==> src/rtl/wire_resolve_pkg.sv <==
// Shared types and the per-bit resolution rule for wire_resolve_pipe.
//   mode_e      : channel net type (TRI, WOR, WAND, TRIREG)
//   res_t       : resolved bit {x, known, val}
//   resolve_bit : resolves one bit from driver summary flags and the hold bit
package wire_resolve_pkg;

  typedef enum logic [1:0] {
    TRI    = 2'b00,
    WOR    = 2'b01,
    WAND   = 2'b10,
    TRIREG = 2'b11
  } mode_e;

  typedef struct packed {
    logic x;      // driver disagreement
    logic known;  // 1: val is 0/1; 0: X or Z
    logic val;    // 0 whenever not known
  } res_t;

  // any_en: some driver enabled; any1/any0: some enabled driver drives 1/0.
  function automatic res_t resolve_bit(input mode_e mode, input logic any_en,
                                       input logic any1, input logic any0,
                                       input logic hold_val, input logic hold_known);
    res_t r;
    r = '0;
    if (!any_en) begin
      // Undriven: Z, except TRIREG which keeps the last resolved charge.
      if (mode == TRIREG) begin
        r.val   = hold_val;
        r.known = hold_known;
      end
    end else begin
      case (mode)
        WOR:  begin r.val = any1;  r.known = 1'b1; end
        WAND: begin r.val = !any0; r.known = 1'b1; end
        default: begin
          if (any1 && any0) r.x = 1'b1;
          else begin
            r.val   = any1;
            r.known = 1'b1;
          end
        end
      endcase
    end
    return r;
  endfunction

endpackage

==> src/rtl/wire_resolve_fifo.sv <==
// Output buffer for wire_resolve_pipe: DEPTH-entry FIFO of DW-bit words.
//   push/push_data : write (caller guarantees not full)
//   pop            : drop head (caller guarantees not empty)
//   head/head_vld  : head word (forced to 0 while empty) and its valid
//   fill           : number of stored words
module wire_resolve_fifo #(
  parameter int DW    = 8,
  parameter int DEPTH = 4
) (
  input  logic                       clk,
  input  logic                       rst_n,
  input  logic                       push,
  input  logic [DW-1:0]              push_data,
  input  logic                       pop,
  output logic [DW-1:0]              head,
  output logic                       head_vld,
  output logic [$clog2(DEPTH+1)-1:0] fill
);
  localparam int AW = $clog2(DEPTH);

  logic [DW-1:0] mem [DEPTH];
  logic [AW-1:0] wptr, rptr;

  // DEPTH is a power of two, so pointers wrap by natural overflow.
  always_ff @(posedge clk or negedge rst_n) begin
    if (!rst_n) begin
      wptr <= '0;
      rptr <= '0;
      fill <= '0;
    end else begin
      if (push) wptr <= wptr + 1'b1;
      if (pop)  rptr <= rptr + 1'b1;
      case ({push, pop})
        2'b10:   fill <= fill + 1'b1;
        2'b01:   fill <= fill - 1'b1;
        default: fill <= fill;
      endcase
    end
  end

  // Storage needs no reset: nothing is visible until fill says so.
  always_ff @(posedge clk) begin
    if (push) mem[wptr] <= push_data;
  end

  assign head_vld = (fill != '0);
  assign head     = head_vld ? mem[rptr] : '0;

endmodule

==> src/rtl/wire_resolve_pipe.sv <==
// Multi-driver wire resolution with a buffered valid/ready output.
// Each accepted beat resolves NCH channels of WIDTH bits from NDRV drivers
// (TRI / WOR / WAND / TRIREG per channel) and queues the result.
//   in_valid/in_ready            : input handshake
//   in_mode  [NCH*2]             : per-channel mode
//   drv_val/drv_en [NCH*NDRV*WIDTH] : driver values / per-bit enables,
//                                  bit index (ch*NDRV+drv)*WIDTH+bit
//   out_valid/out_ready          : output handshake
//   out_val/out_known [NCH*WIDTH], out_conflict [NCH], fill
// Optional: define WIRE_RESOLVE_CONFLICT_CNT_EN to add conflict_cnt
// [NCH*16], saturating per-channel counts of accepted conflicting beats.
module wire_resolve_pipe
  import wire_resolve_pkg::*;
#(
  parameter int WIDTH = 4,
  parameter int NDRV  = 3,
  parameter int NCH   = 2,
  parameter int DEPTH = 4
) (
  input  logic                        clk,
  input  logic                        rst_n,
  input  logic                        in_valid,
  output logic                        in_ready,
  input  logic [NCH*2-1:0]            in_mode,
  input  logic [NCH*NDRV*WIDTH-1:0]   drv_val,
  input  logic [NCH*NDRV*WIDTH-1:0]   drv_en,
  output logic                        out_valid,
  input  logic                        out_ready,
  output logic [NCH*WIDTH-1:0]        out_val,
  output logic [NCH*WIDTH-1:0]        out_known,
  output logic [NCH-1:0]              out_conflict,
  output logic [$clog2(DEPTH+1)-1:0]  fill
`ifdef WIRE_RESOLVE_CONFLICT_CNT_EN
 ,output logic [NCH*16-1:0]           conflict_cnt
`endif
);
  localparam int FW = $clog2(DEPTH+1);
  localparam int DW = NCH*(2*WIDTH+1);

  logic                   started;
  logic                   accept, pop;
  logic [NCH*WIDTH-1:0]   res_val, res_known, res_x;
  logic [NCH-1:0]         res_conf;
  logic [NCH*WIDTH-1:0]   hold_val, hold_known;
  logic [DW-1:0]          head;

  // in_ready stays low through reset and rises on the first edge after it.
  always_ff @(posedge clk or negedge rst_n) begin
    if (!rst_n) started <= 1'b0;
    else        started <= 1'b1;
  end

  assign in_ready = started && (fill != FW'(DEPTH));
  assign accept   = in_valid && in_ready;
  assign pop      = out_valid && out_ready;

  for (genvar c = 0; c < NCH; c++) begin : g_ch
    for (genvar b = 0; b < WIDTH; b++) begin : g_bit
      logic [NDRV-1:0] v, e;
      res_t r;
      for (genvar d = 0; d < NDRV; d++) begin : g_drv
        assign v[d] = drv_val[(c*NDRV+d)*WIDTH+b];
        assign e[d] = drv_en[(c*NDRV+d)*WIDTH+b];
      end
      assign r = resolve_bit(mode_e'(in_mode[2*c +: 2]), |e, |(v & e), |(~v & e),
                             hold_val[c*WIDTH+b], hold_known[c*WIDTH+b]);
      assign res_val[c*WIDTH+b]   = r.val;
      assign res_known[c*WIDTH+b] = r.known;
      assign res_x[c*WIDTH+b]     = r.x;
    end
    assign res_conf[c] = |res_x[c*WIDTH +: WIDTH];

`ifdef WIRE_RESOLVE_CONFLICT_CNT_EN
    logic [15:0] cnt;
    always_ff @(posedge clk or negedge rst_n) begin
      if (!rst_n)                                     cnt <= '0;
      else if (accept && res_conf[c] && cnt != 16'hFFFF) cnt <= cnt + 16'd1;
    end
    assign conflict_cnt[c*16 +: 16] = cnt;
`endif
  end

  // Hold registers track the last resolved value in every mode; only
  // TRIREG reads them back.
  always_ff @(posedge clk or negedge rst_n) begin
    if (!rst_n) begin
      hold_val   <= '0;
      hold_known <= '0;
    end else if (accept) begin
      hold_val   <= res_val;
      hold_known <= res_known;
    end
  end

  wire_resolve_fifo #(.DW(DW), .DEPTH(DEPTH)) u_fifo (
    .clk       (clk),
    .rst_n     (rst_n),
    .push      (accept),
    .push_data ({res_conf, res_known, res_val}),
    .pop       (pop),
    .head      (head),
    .head_vld  (out_valid),
    .fill      (fill)
  );

  assign {out_conflict, out_known, out_val} = head;

endmodule
==> config.mk <==
export PLATFORM = sky130hd
export DESIGN_NAME = wire_resolve_pipe
export DESIGN_NICKNAME = d
export VERILOG_FILES = /design/src/rtl/wire_resolve_pkg.sv /design/src/rtl/wire_resolve_fifo.sv /design/src/rtl/wire_resolve_pipe.sv
export SDC_FILE = /design/constraint.sdc
export NUM_CORES = 1
export LEC_CHECK = 0
export ABC_AREA = 1
export CELL_PAD_IN_SITES_DETAIL_PLACEMENT = 1
export CELL_PAD_IN_SITES_GLOBAL_PLACEMENT = 1
export CORE_MARGIN = 5
export CORE_UTILIZATION = 38
export CTS_CLUSTER_DIAMETER = 120
export CTS_CLUSTER_SIZE = 24
export DETAILED_ROUTE_END_ITERATION = 10
export GPL_TIMING_DRIVEN = 0
export PLACE_DENSITY = 0.75
export SYNTH_ARGS = -nofsm -noshare
export SYNTH_HDL_FRONTEND = slang
export SYNTH_SLANG_ARGS = --single-unit
==> constraint.sdc <==
create_clock -name clk -period 3.8 [get_ports clk]
set_input_delay 0.76 -clock clk [delete_from_list [all_inputs] [get_ports clk]]
set_output_delay 0.76 -clock clk [all_outputs]
set_load 0.05 [all_outputs]
**Word-level counts from Yosys, hierarchy flattened**

Memory sizes are Yosys's and may differ from the RTL's.
Index checks and enable logic that the tools add are counted.

- Register bits: 24
- Bits in latches: 0
- RAM bits: 72
- ROM bits: 0
- Input bits: 56
- Output and inout port bits: 23
- Word-level logic and storage cells: 153
- Memories: 1

- Add/sub/neg operators: 4
- Multipliers: 0
- Div/mod/pow operators: 0
- Order comparisons: 0
- Eq/ne operators: 9
- Shift-type cells: 0
- Muxes and demuxes: 60
- Bitwise logic cells: 24
- Reduce and logical (&&, ||, !) cells: 49

Memories:

| memory | depth | width | read ports | clocked after Yosys merged registers in | write ports | line | RTL |
|---|---|---|---|---|---|---|---|
| u_fifo.mem | 4 | 18 | 1 | 0 | 1 | wire_resolve_fifo.sv:21 | `logic [DW-1:0] mem [DEPTH];` |

Operator list:

| operator | count |
|---|---|
| $reduce_or 3->1 | 24 |
| $and 3x3->3 | 16 |
| $mux 2 | 24 |
| $pmux 2 s2 | 8 |
| $mux 1 | 26 |
| $not 3->3 | 8 |
| $mux 18 | 1 |
| $logic_and 1x1->1 | 11 |
| $eq 2x2->1 const B | 5 |
| $logic_not 1->1 | 8 |
| $reduce_or 4->1 | 2 |
| $eq 2x1->1 const B | 3 |
| $pmux 3 s2 | 1 |
| $add 2x1->2 const B | 2 |
| $reduce_or 2->1 | 2 |
| $add 3x1->3 const B | 1 |
| $ne 3x3->1 const B | 1 |
| $reduce_bool 3->1 | 1 |
| $sub 3x1->3 const B | 1 |
| $reduce_bool 2->1 | 1 |

**Longest topological paths before layout**

Gate-level depths: netlist of run 1.

- Depth after elaboration: 8
- Mapped depth: 10
- Gate-level depth less buffers: 10

**Cells and area by module**

From an unflattened synthesis of run 1, not the netlist that was laid out.

- Cell total of the unflattened synthesis: 607
- Area, all modules: 5166.2 µm²

By module, submodules not included:

| module | instances | cells each | area each (µm²) | seq. area each (µm²) |
|---|---|---|---|---|
| wire_resolve_fifo | 1 | 331 | 3503.4 | 2337.2 |
| wire_resolve_pipe | 1 | 276 | 1662.8 | 425.4 |

**Worst setup path before layout of run 1**

Ideal clock, no wire load.

- Path kind: reg2out
- Start: register u_fifo.fill[2]
- End: output out_conflict[0]
- Data arrival time: 2.158 ns
- Data required time: 3.040 ns
- Setup slack: 0.882 ns
- Stages on the path, launching flop included: 6
- Cells stage by stage: dfrtp_1 inv_1 nand2_2 inv_2 buf_4 a21oi_1

- Longest elaborated chain between the ends: 2

RTL lines:

| element | line | RTL |
|---|---|---|
| start, declared | wire_resolve_fifo.sv:17 | `output logic [$clog2(DEPTH+1)-1:0] fill` |
| start signal, assigned | wire_resolve_fifo.sv:34 | `2'b10: fill <= fill + 1'b1;` |
| start signal, assigned | wire_resolve_fifo.sv:35 | `2'b01: fill <= fill - 1'b1;` |
| start signal, assigned | wire_resolve_fifo.sv:36 | `default: fill <= fill;` |
| $reduce_bool 3->1 | wire_resolve_fifo.sv:46 | `assign head_vld = (fill != '0);` |
| via out_valid | wire_resolve_pipe.sv:27 | `output logic out_valid,` |
| $mux 18 | wire_resolve_fifo.sv:47 | `assign head = head_vld ? mem[rptr] : '0;` |
| end, declared | wire_resolve_pipe.sv:31 | `output logic [NCH-1:0] out_conflict,` |

The timed path passes the listed nets, and every way through them passes these cells.

**Worst setup path after layout of run 1**

- Start: register u_fifo.rptr[0]
- End: output out_val[0]

- Longest elaborated chain between the ends: 2

RTL lines:

| element | line | RTL |
|---|---|---|
| start, declared | wire_resolve_fifo.sv:22 | `logic [AW-1:0] wptr, rptr;` |
| start signal, assigned | wire_resolve_fifo.sv:32 | `if (pop) rptr <= rptr + 1'b1;` |
| $mem_v2 4x18 | n/a |  |
| $mux 18 | wire_resolve_fifo.sv:47 |  |
| end, declared | wire_resolve_pipe.sv:29 | `output logic [NCH*WIDTH-1:0] out_val,` |

No other way between the ends.

==> results of run 1 <==
[routing by layer]
layer	up-vias	global-route usage (%)	share of wire (%)
li1	1960	-	-
met2	79	34.9	54
met4	0	6.44	0.78
met1	1988	23.9	42
met3	4	2.74	3.3
met5	-	0	0
[critical path: cells and delay by family, from the launching register on]
kind	cells	cell delay, ns
buffers and inverters	3	1.56
flip-flops	1	0.39
AO/OA/AOI/OAI	2	0.44
[registers in the layout, summed over array words and instances, names as in the netlist]
signal,count
hold_val,8
started,1
u_fifo.mem,72
u_fifo.wptr,2
u_fifo.fill,3
u_fifo.rptr,2
hold_known,8
[through the flow]
step                setup WS (ns)  total power, mW  area, sq um  instances  hold slack [ns]
finish                      0.319             4.68         6210        804            0.485
global route                0.121             4.93         6210        804            0.504
CTS                         0.308             4.72         6210        804            0.492
detailed placement          0.685             3.80         5910        788            0.475
global placement            0.526             3.68         5840        784            0.464
floorplan                   0.882             2.96         4840        534            0.449
[how the worst max path moves through the flow]
stage	startpoint	to	slack [ns]	cells after the start
floorplan	u_fifo.fill[2]	out_conflict[0]	0.88	5
global placement	in_valid	u_fifo.mem[2][12]	0.53	4
detailed placement	u_fifo.rptr[0]	out_val[6]	0.68	5
CTS	u_fifo.rptr[0]	out_val[6]	0.31	5
global route	u_fifo.rptr[0]	out_val[6]	0.12	5
finish	u_fifo.rptr[0]	out_val[0]	0.32	5
[report_power, final]
group	total (mW)	leakage [nW]	switching [mW]	internal [mW]
Clock	0.898	0.143	0.388	0.510
Sequential	1.45	0.939	0.0964	1.35
Combinational	2.33	1.48	1.59	0.746
Total	4.68	2.56	2.07	2.61
[cells in the mapped netlist]
master,instances,area (sq um)
o21ai_1,3,15.0
buf_8,1,15.0
o21ai_0,36,180
inv_2,3,11.3
nor2_2,1,6.26
a21boi_0,1,7.51
nand2_1,134,503
nand2_2,1,6.26
a21boi_4,1,18.8
ha_1,11,138
buf_2,4,20.0
buf_4,2,15.0
clkbuf_1,6,22.5
clkinv_1,1,3.75
nand4_1,10,62.6
o21ai_2,8,70.1
conb_1,1,3.75
fa_1,1,20.0
xnor2_1,1,8.76
dfrtp_1,24,601
inv_1,49,184
buf_6,5,56.3
nand2_4,1,11.3
a21oi_1,26,130
xor2_2,1,16.3
xor2_1,2,17.5
nand3_1,39,195
nor2_1,81,304
nor3_1,8,40.0
edfxtp_1,72,2160
[cells by family (layout without fill, tap and decap cells)]
| logic type | count (synthesis) | in the layout | synth area share, % |
|---|---|---|---|
| compound gates | 75 | 75 | 8.70 |
| fa+ha+maj | 12 | 12 | 3.25 |
| simple gates | 275 | 275 | 23.3 |
| other cells | 1 | 1 | 0.0774 |
| flops | 96 | 96 | 57.0 |
| buf+inv | 71 | 169 | 6.77 |
| xor+xnor | 4 | 4 | 0.878 |
[layout make-up]
class	count	area share, %
sequential	96	44.5
multi-input combinational	367	28.4
timing repair buffer	82	13.5
clock buffer	9	3.63
tap	172	3.47
inverter	53	3.20
buffer	18	2.08
clock inverter	7	1.17
==> metrics.cfg, run 1 <==
[outcome]
status=complete, no violations

[detailed_routing]
wirelength_mm=13.8
via_count=4031
antenna_left=0
dr.first_iter.drc_count=177
drc=0
viasPerCell=5.01
drtPass1Iterations=4
wl_per_cell_microns=17.1

[clocking]
cts.sinks=96
holdBufCountCts=0
clk_latency_ns=0.34
tritoncts=done
path_clk_slew_ns=0.07
cts_setup_buffers=0
root_buffer=clkbuf_16
cts_resized=0
cts_buffers=9
cts_max_level=3
cts_max_path_buffers=2

[power_and_ir_drop]
ir_drop_v=0.000389
power_density_nw_per_um2=753
leakagePower_nw=2.56

[timing]
rsz0062_at_grt=no
final.setup.tns_ns=0
relSlewSlack_pct=20.0
timing.final.crit_share_pct=91.6
setup_viol=0
worst_pin_slew_ns=1.20
min_period_ns=3.48
finalHoldViolations=0
slew_violations=0
skew_ns=0.00735
max_freq_mhz=287

[finish]
nets=695
drive_above_1_share_pct=8.07
fillers=1453
syn2layout_area_growth_pct=28.2
final_common_cell=nand2_1
num_antenna_cells=0
multi_input_area_sq_um=1760
final_util_pct=49.4
ff_latch_area_sq_um=2760
mostFrequentLayoutCells=nand2_1, clkdlybuf4s50_1, nor2_1

[placed_design]
place.gp.congestion=0.806
io_buffers=78
hpwlAfterDp_mm=10.2

[die]
ioPinCount=79
die_w_microns=123
rows=41
die_h_microns=123
start_util_pct=38.5
dieArea_sq_um=15100
core_area_sq_um=12600

[yosys]
synth_warnings=0
avgSynthCellArea_sq_um=9.07
synth-seq-cells=96
syn_nets=602
syn-cell-area_sq_um=4840
synthDistinctLibCells=30
ys_seq_area_share_pct=57.0
syn_inst=534

[global_route]
antenna_found_initial=0
grt_remaining_overflow=0
grtUsageTotal_pct=19.4
first_global_vias=4335
grt_first_pass_wirelength_mm=22.2
grt_max_degree=25

[critical_path]
slowest_delay_ns=0.86
cp.arrival_ns=2.72
crit_chain=clkinv_1, clkbuf_1, o21ai_0, a21oi_1, clkdlybuf4s50_1
crit_slowest_cell=clkdlybuf4s50_1
regToRegStartpoint=u_fifo.fill[1]
cp_max_fo=10
cp-start-kind=flip-flop
ff2ff_path_depth=10
worstSetupPathType=reg -> out
r2r_slack_ns=1.59
timing.rr.end=u_fifo.fill[2]
required_ns=3.04
worst_setup_path_end_kind=output pin

[run]
maxCapViolations=0

[hold_path]
holdPathStages=2
min-delay-path-class=reg -> reg
holdPathEnd=hold_known[3]
worstHoldStart=hold_known[3]

No activity file was read; power rests on OpenSTA's default activity.
==> run 2, diff against run 1 <==
--- a/config.mk
+++ b/config.mk
@@ -8,13 +8,14 @@
 export ABC_AREA = 1
 export CELL_PAD_IN_SITES_DETAIL_PLACEMENT = 1
 export CELL_PAD_IN_SITES_GLOBAL_PLACEMENT = 1
+export CORE_ASPECT_RATIO = 1.2
 export CORE_MARGIN = 5
-export CORE_UTILIZATION = 38
+export CORE_UTILIZATION = 44
 export CTS_CLUSTER_DIAMETER = 120
 export CTS_CLUSTER_SIZE = 24
 export DETAILED_ROUTE_END_ITERATION = 10
 export GPL_TIMING_DRIVEN = 0
-export PLACE_DENSITY = 0.75
+export PLACE_DENSITY = 0.86
 export SYNTH_ARGS = -nofsm -noshare
 export SYNTH_HDL_FRONTEND = slang
 export SYNTH_SLANG_ARGS = --single-unit
==> run 2 against run 1 <==
Hold slack improved by 0.0044 ns. Critical path type unchanged. Register-to-register slack worse by 0.03 ns. Clock-buffer cell count up 3. First-iteration DRC count is 60% higher. Die area is 13% lower. Combinational power hardly changed. Clock power decreased by 9.8%. Setup slack better by 0.0027 ns. Non-clock buffer count unchanged.
==> metrics.cfg, run 2 (synthesized netlist as in run 1, its figures left out) <==
[outcome]
status=complete, no violations

[detailed_routing]
dr_wl_met2_mm=7.67  ; +3.5%
highest_layer=met4
met3WireLength_microns=524  ; +14%
drtPass1Iterations=5  ; +1
via_count=4199  ; +4.2%
viasPerCell=5.50  ; +9.6%
m1WireLength_mm=5.66  ; -1.9%
wl_per_cell_microns=18.5  ; +7.9%
antenna_left=0  ; unchanged
dr.first_iter.drc_count=284  ; +60%
wirelength_mm=14.1  ; +2.5%
drc=0  ; unchanged

[finish]
fillers=1265  ; -13%
largest_registers=u_fifo.mem: 72 flops, hold_known: 8 flops, hold_val: 8 flops
regMostFlops=u_fifo.mem
mostFrequentLayoutCells=nand2_1, clkdlybuf4s50_1, nor2_1
final_common_cell=nand2_1
multi_input_area_sq_um=1760  ; unchanged
ff_latch_area_sq_um=2760  ; unchanged
drive_above_1_share_pct=7.44  ; -0.63 points
largest_register_ffs=72  ; unchanged
nets=695  ; unchanged
syn2layout_area_growth_pct=26.3
num_antenna_cells=0  ; unchanged

[die]
die_h_microns=125  ; +1.7%
dieArea_sq_um=13200  ; -13%
ioPinCount=79  ; unchanged
start_util_pct=44.3  ; +5.8 points
die_w_microns=106  ; -14%
core_area_sq_um=10900  ; -13%
rows=42  ; +2.4%

[placed_design]
io_buffers=78  ; unchanged
hpwlAfterDp_mm=10.5  ; +2.5%
place.gp.congestion=0.816  ; +1.2%
pre_cts_ws_ns=0.783  ; +0.0985 ns

[global_route]
grt_first_pass_wirelength_mm=22.8  ; +2.6%
grtUsageTotal_pct=21.8  ; +2.4 points
grt_max_degree=25  ; unchanged
grt_remaining_overflow=0  ; unchanged
first_global_vias=4586  ; +5.8%
antenna_found_initial=0  ; unchanged

[hold_path]
min-delay-path-class=reg -> reg

[clocking]
path_clk_slew_ns=0.06  ; about the same
cts_buffers=9  ; unchanged
root_buffer=clkbuf_16
cts_resized=0  ; unchanged
holdBufCountCts=0  ; unchanged
cts_setup_buffers=0  ; unchanged
cts_max_level=3  ; unchanged
clk_latency_ns=0.35  ; about the same
cts.sinks=96  ; unchanged
cts_max_path_buffers=2  ; unchanged
tritoncts=done

[power_and_ir_drop]
pwr-share-comb_pct=50.9  ; +1.0 points
power_density_nw_per_um2=754  ; +0.15%
ir_drop_v=0.000430  ; +11%
power.switching_mw=2.08  ; +0.41%
p_int_mw=2.54  ; -2.7%
sw_frac_of_total_pct=45.1  ; +0.77 points
seq_power_share_pct=31.5  ; +0.6 points
p_clk_share_pct=17.5  ; -1.7 points
leakagePower_nw=2.55  ; -0.68%

[timing]
final.setup.tns_ns=0  ; unchanged
max_freq_mhz=287  ; about the same
min_period_ns=3.48  ; -0.00267 ns
timing.final.crit_share_pct=91.5  ; about the same
slew_violations=0  ; unchanged
rsz0062_at_grt=no
setup_viol=0  ; unchanged
skew_ns=0.00942  ; +0.00207 ns
finalHoldViolations=0  ; unchanged
relSlewSlack_pct=20.0  ; -0.042 points
finalWorstSetupSlack_ns=0.321  ; +0.00267 ns
worst_pin_slew_ns=1.20  ; +0.000629 ns

[critical_path]
critPathTopFamily=buffers and inverters
cp_max_fo=10  ; unchanged
crit_chain=clkinv_1, clkbuf_1, o21ai_0, a21oi_1, clkdlybuf4s50_1
worst_setup_path_end_kind=output pin
crit_slowest_cell=clkdlybuf4s50_1
cp-start-kind=flip-flop
crit_buf_inv=3  ; unchanged
cp.arrival_ns=2.72  ; about the same
required_ns=3.04  ; about the same
slowest_delay_ns=0.84  ; -0.02 ns
r2r_slack_ns=1.56  ; -0.03 ns
worstSetupPathType=reg -> out

[run]
maxCapViolations=0  ; unchanged

-- run 2: final timing paths --
check                                       to  cells past startpoint      startpoint
worst max-delay path                out_val[5]                      5  u_fifo.rptr[0]
worst min-delay path               hold_val[6]                      2     hold_val[6]
worst max register to register  u_fifo.fill[2]                     10  u_fifo.fill[1]
worst min register to register     hold_val[6]                      2     hold_val[6]
max in group asynchronous        hold_known[2]                      1           rst_n
min in group asynchronous          hold_val[5]                      1           rst_n
-- run 2: final cells by class --
type                       count  area share, %
buffer                        18           2.11
clock buffer                  12           3.87
timing repair buffer          82           13.7
tap                          132           2.70
multi-input combinational    367           28.8
sequential                    96           45.2
clock inverter                 4          0.348
inverter                      53           3.25
-- run 2: routing by layer --
layer	GRT usage (%)	up-vias
li1	-	1957
met2	41.3	117
met3	2.47	21
met4	7.24	0
met1	25.3	2104
met5	0	-
-- run 2: worst reg2reg max path: stages, from the launching register on --
cell and delay (ns):
dfrtp_1 0.43, nor2_2 0.22, a21boi_4 0.09, nand2_4 0.10
buf_6 0.17, ha_1 0.16, inv_1 0.06, fa_1 0.38
a21oi_1 0.14, o21ai_0 0.15, xor2_1 0.19
-- run 2: per-stage QoR --
step | power (mW) | hold slack, ns | util (%) | cell area (sq um) | cells
after floorplan | 2.96 | 0.449 | - | 4840 | 534
after global placement | 3.66 | 0.467 | 53.0 | 5790 | 744
after detailed placement | 3.80 | 0.471 | 53.6 | 5860 | 748
after CTS | 4.62 | 0.487 | 56.0 | 6120 | 764
after global routing | 4.84 | 0.512 | 56.0 | 6120 | 764
final | 4.61 | 0.490 | 56.0 | 6120 | 764
-- run 2: power groups by stage --
stage	combinational [mW]	clock (mW)	sequential (mW)
finish	2.35	0.810	1.45
CTS	2.36	0.807	1.45
floorplan	1.46	0	1.50
global placement	2.21	0	1.46
global route	2.51	0.854	1.47
detailed placement	2.33	0	1.47
==> run 3, diff against run 2 <==
--- a/config.mk
+++ b/config.mk
@@ -6,16 +6,17 @@
 export NUM_CORES = 1
 export LEC_CHECK = 0
 export ABC_AREA = 1
+export CAP_MARGIN = 40
 export CELL_PAD_IN_SITES_DETAIL_PLACEMENT = 1
 export CELL_PAD_IN_SITES_GLOBAL_PLACEMENT = 1
 export CORE_ASPECT_RATIO = 1.2
 export CORE_MARGIN = 5
-export CORE_UTILIZATION = 44
+export CORE_UTILIZATION = 37
 export CTS_CLUSTER_DIAMETER = 120
 export CTS_CLUSTER_SIZE = 24
 export DETAILED_ROUTE_END_ITERATION = 10
 export GPL_TIMING_DRIVEN = 0
-export PLACE_DENSITY = 0.86
+export PLACE_DENSITY = 0.77
 export SYNTH_ARGS = -nofsm -noshare
 export SYNTH_HDL_FRONTEND = slang
 export SYNTH_SLANG_ARGS = --single-unit
==> constraint.sdc (replaced) <==
create_clock -name clk -period 2.9 [get_ports clk]
set_input_delay 0.58 -clock clk [delete_from_list [all_inputs] [get_ports clk]]
set_output_delay 0.58 -clock clk [all_outputs]
set_load 0.05 [all_outputs]
==> run 3 against run 2 <==
Combinational power grew 23%. Via count fell by 5.0%. Wire length down 3.4%. First-iteration DRC count down 25%. Register-to-register slack worse by 0.80 ns. Highest routed layer unchanged. Flip-flop and latch count unchanged. Hold slack lost 0.00072 ns.
==> metrics.cfg, run 3 (synthesized netlist as in run 1, its figures left out) <==
[critical_path]
cp_max_fo=10  ; unchanged
slowest_delay_ns=0.56  ; -0.28 ns
worstSetupPathType=reg -> out
required_ns=2.32  ; -0.72 ns
cp.arrival_ns=2.18  ; -0.54 ns
cp-start-kind=flip-flop
crit_slowest_cell=dlygate4sd2_1
worst_setup_path_end_kind=output pin
crit_chain=clkinv_1, clkbuf_2, o21ai_0, a21oi_1, dlygate4sd2_1

[clocking]
holdBufCountCts=0  ; unchanged
cts_max_path_buffers=2  ; unchanged
cts_setup_buffers=0  ; unchanged
root_buffer=clkbuf_16
clk_latency_ns=0.35  ; about the same
cts_max_level=3  ; unchanged
path_clk_slew_ns=0.07  ; about the same
cts.sinks=96  ; unchanged
cts_buffers=9  ; unchanged
tritoncts=done

[finish]
drive_above_1_share_pct=9.32  ; +1.9 points
final_common_cell=nand2_1
nets=696  ; +0.14%
stdcell_count=797  ; +4.3%
largest_register_ffs=72  ; unchanged
largest_registers=u_fifo.mem: 72 flops, hold_known: 8 flops, hold_val: 8 flops
num_antenna_cells=0  ; unchanged
regMostFlops=u_fifo.mem
syn2layout_area_growth_pct=27.7
mostFrequentLayoutCells=nand2_1, nor2_1, edfxtp_1

[timing]
rsz0062_at_grt=no
worst_pin_slew_ns=0.616  ; -0.581 ns
relSlewSlack_pct=58.6  ; +39 points
holdWs_ns=0.489  ; -0.000716 ns
finalHoldViolations=0  ; unchanged
setup_viol=0  ; unchanged
skew_ns=0.00974  ; +0.000318 ns
min_period_ns=2.76
timing.final.crit_share_pct=95.1
max_freq_mhz=363
slew_violations=0  ; unchanged

[outcome]
status=complete, no violations

[die]
rows=45  ; +7.1%
start_util_pct=38.1  ; -6.2 points
die_w_microns=114  ; +8.2%
ioPinCount=79  ; unchanged
die_h_microns=135  ; +8.3%
core_area_sq_um=12700  ; +16%
dieArea_sq_um=15500  ; +17%

[global_route]
use_met1_pct=20.6  ; -4.7 points
grt_remaining_overflow=0  ; unchanged
met3_usage_pct=2.19  ; -0.28 points
antenna_found_initial=0  ; unchanged
grt_max_degree=18  ; -28%
grt_first_pass_wirelength_mm=22.0  ; -3.8%
globalRouteMet2Util_pct=34.2  ; -7.1 points
first_global_vias=4473  ; -2.5%
gr-max-usage-layer=met2
grtUsageTotal_pct=18.2  ; -3.6 points

[power_and_ir_drop]
pwr-share-comb_pct=49.0  ; -1.9 points
seq_power_share_pct=31.9  ; +0.4 points
ir_drop_v=0.000629  ; +46%
p_int_mw=3.22  ; +27%
power.switching_mw=2.70  ; +30%
power_density_nw_per_um2=958  ; +27%
p_clk_share_pct=19.1  ; +1.6 points
power_mw=5.93  ; +28%
sw_frac_of_total_pct=45.6  ; +0.57 points
leakagePower_nw=2.61  ; +2.4%

[detailed_routing]
dr.first_iter.drc_count=212  ; -25%
wl_per_cell_microns=17.1  ; -7.4%
antenna_left=0  ; unchanged
drtPass1Iterations=4  ; -1
via_count=3989  ; -5.0%
drc=0  ; unchanged
viasPerCell=5.01  ; -8.9%
wirelength_mm=13.6  ; -3.4%

[placed_design]
hpwlAfterDp_mm=10.2  ; -2.4%
io_buffers=78  ; unchanged
place_inst=781  ; +4.4%
place.gp.congestion=0.743  ; -9.0%

[hold_path]
min-delay-path-class=reg -> reg

[run]
maxCapViolations=0  ; unchanged

[run 3: cell types whose count changed in the layout (fill, tap and decap cells not counted)]
cell,before,now
clkdlybuf4s50_1,78,60
dlygate4sd2_1,0,16
clkbuf_1,9,2
clkbuf_2,0,5
clkinv_1,3,1
clkinvlp_4,0,2
inv_6,0,2
buf_8,5,6
clkbuf_8,0,1
clkdlybuf4s15_2,0,1
clkinv_2,1,0
clkinv_4,1,2
[run 3: layout make-up]
type | count | area [sq um]
repair buffers | 83 | 832
fillers | 1495 | 6540
clock buffers | 10 | 239
clock inverters | 6 | 50.0
plain buffers | 18 | 134
multi-input cells | 367 | 1760
inverters | 53 | 199
well taps | 164 | 205
flip-flops and latches | 96 | 2760
[run 3: repair_timing]
| item | in CTS | in global routing |
|---|---|---|
| resized for setup | 24 | 2 |
| setup endpoints to repair | 18 | 1 |
| pin swaps | 0 | 0 |
[run 3: critical path, delay by kind of cell, from the launching register on]
kind	cells	cell delay, ns
compound gates	2	0.37
buf+inv	3	1.07
flops	1	0.39
[run 3: worst paths after layout]
kind / startpoint / end / slack, ns / cells after the start
worst max-delay path: u_fifo.rptr[0] / out_val[5] / 0.14 / 5
worst min-delay path: hold_val[3] / hold_val[3] / 0.49 / 2
worst max register to register: u_fifo.fill[1] / u_fifo.fill[2] / 0.76 / 10
worst min register to register: hold_val[3] / hold_val[3] / 0.49 / 2
max in group asynchronous: rst_n / hold_known[4] / 1.90 / 2
min in group asynchronous: rst_n / u_fifo.fill[1] / 0.53 / 1
[run 3: layer usage]
| metal | wire (microns) | share of wire (%) | up-vias |
|---|---|---|---|
| met5 | 0 | 0 | - |
| met4 | 247 | 1.8 | 0 |
| met3 | 469 | 3.4 | 18 |
| met2 | 7480 | 55 | 71 |
| met1 | 5420 | 40 | 1944 |
| li1 | - | - | 1956 |
[run 3: power by group through the flow]
| stage | Clock [mW] | Combinational (mW) | Sequential (mW) |
|---|---|---|---|
| global route | 1.22 | 3.13 | 1.92 |
| detailed placement | 0 | 3.05 | 1.92 |
| floorplan | 0 | 1.91 | 1.96 |
| global placement | 0 | 2.90 | 1.90 |
| finish | 1.13 | 2.90 | 1.89 |
| CTS | 1.15 | 2.94 | 1.89 |
[run 3: through the flow]
step	util [%]	area [sq um]	setup slack, ns	TNS (ns)
after global placement	45.8	5830	-0.198	-13.01
after detailed placement	46.5	5920	0.00992	0
after floorplan	-	4840	0.162	0
final	48.6	6190	0.142	0
after CTS	48.6	6190	0.123	0
after global routing	48.6	6190	0.0271	0
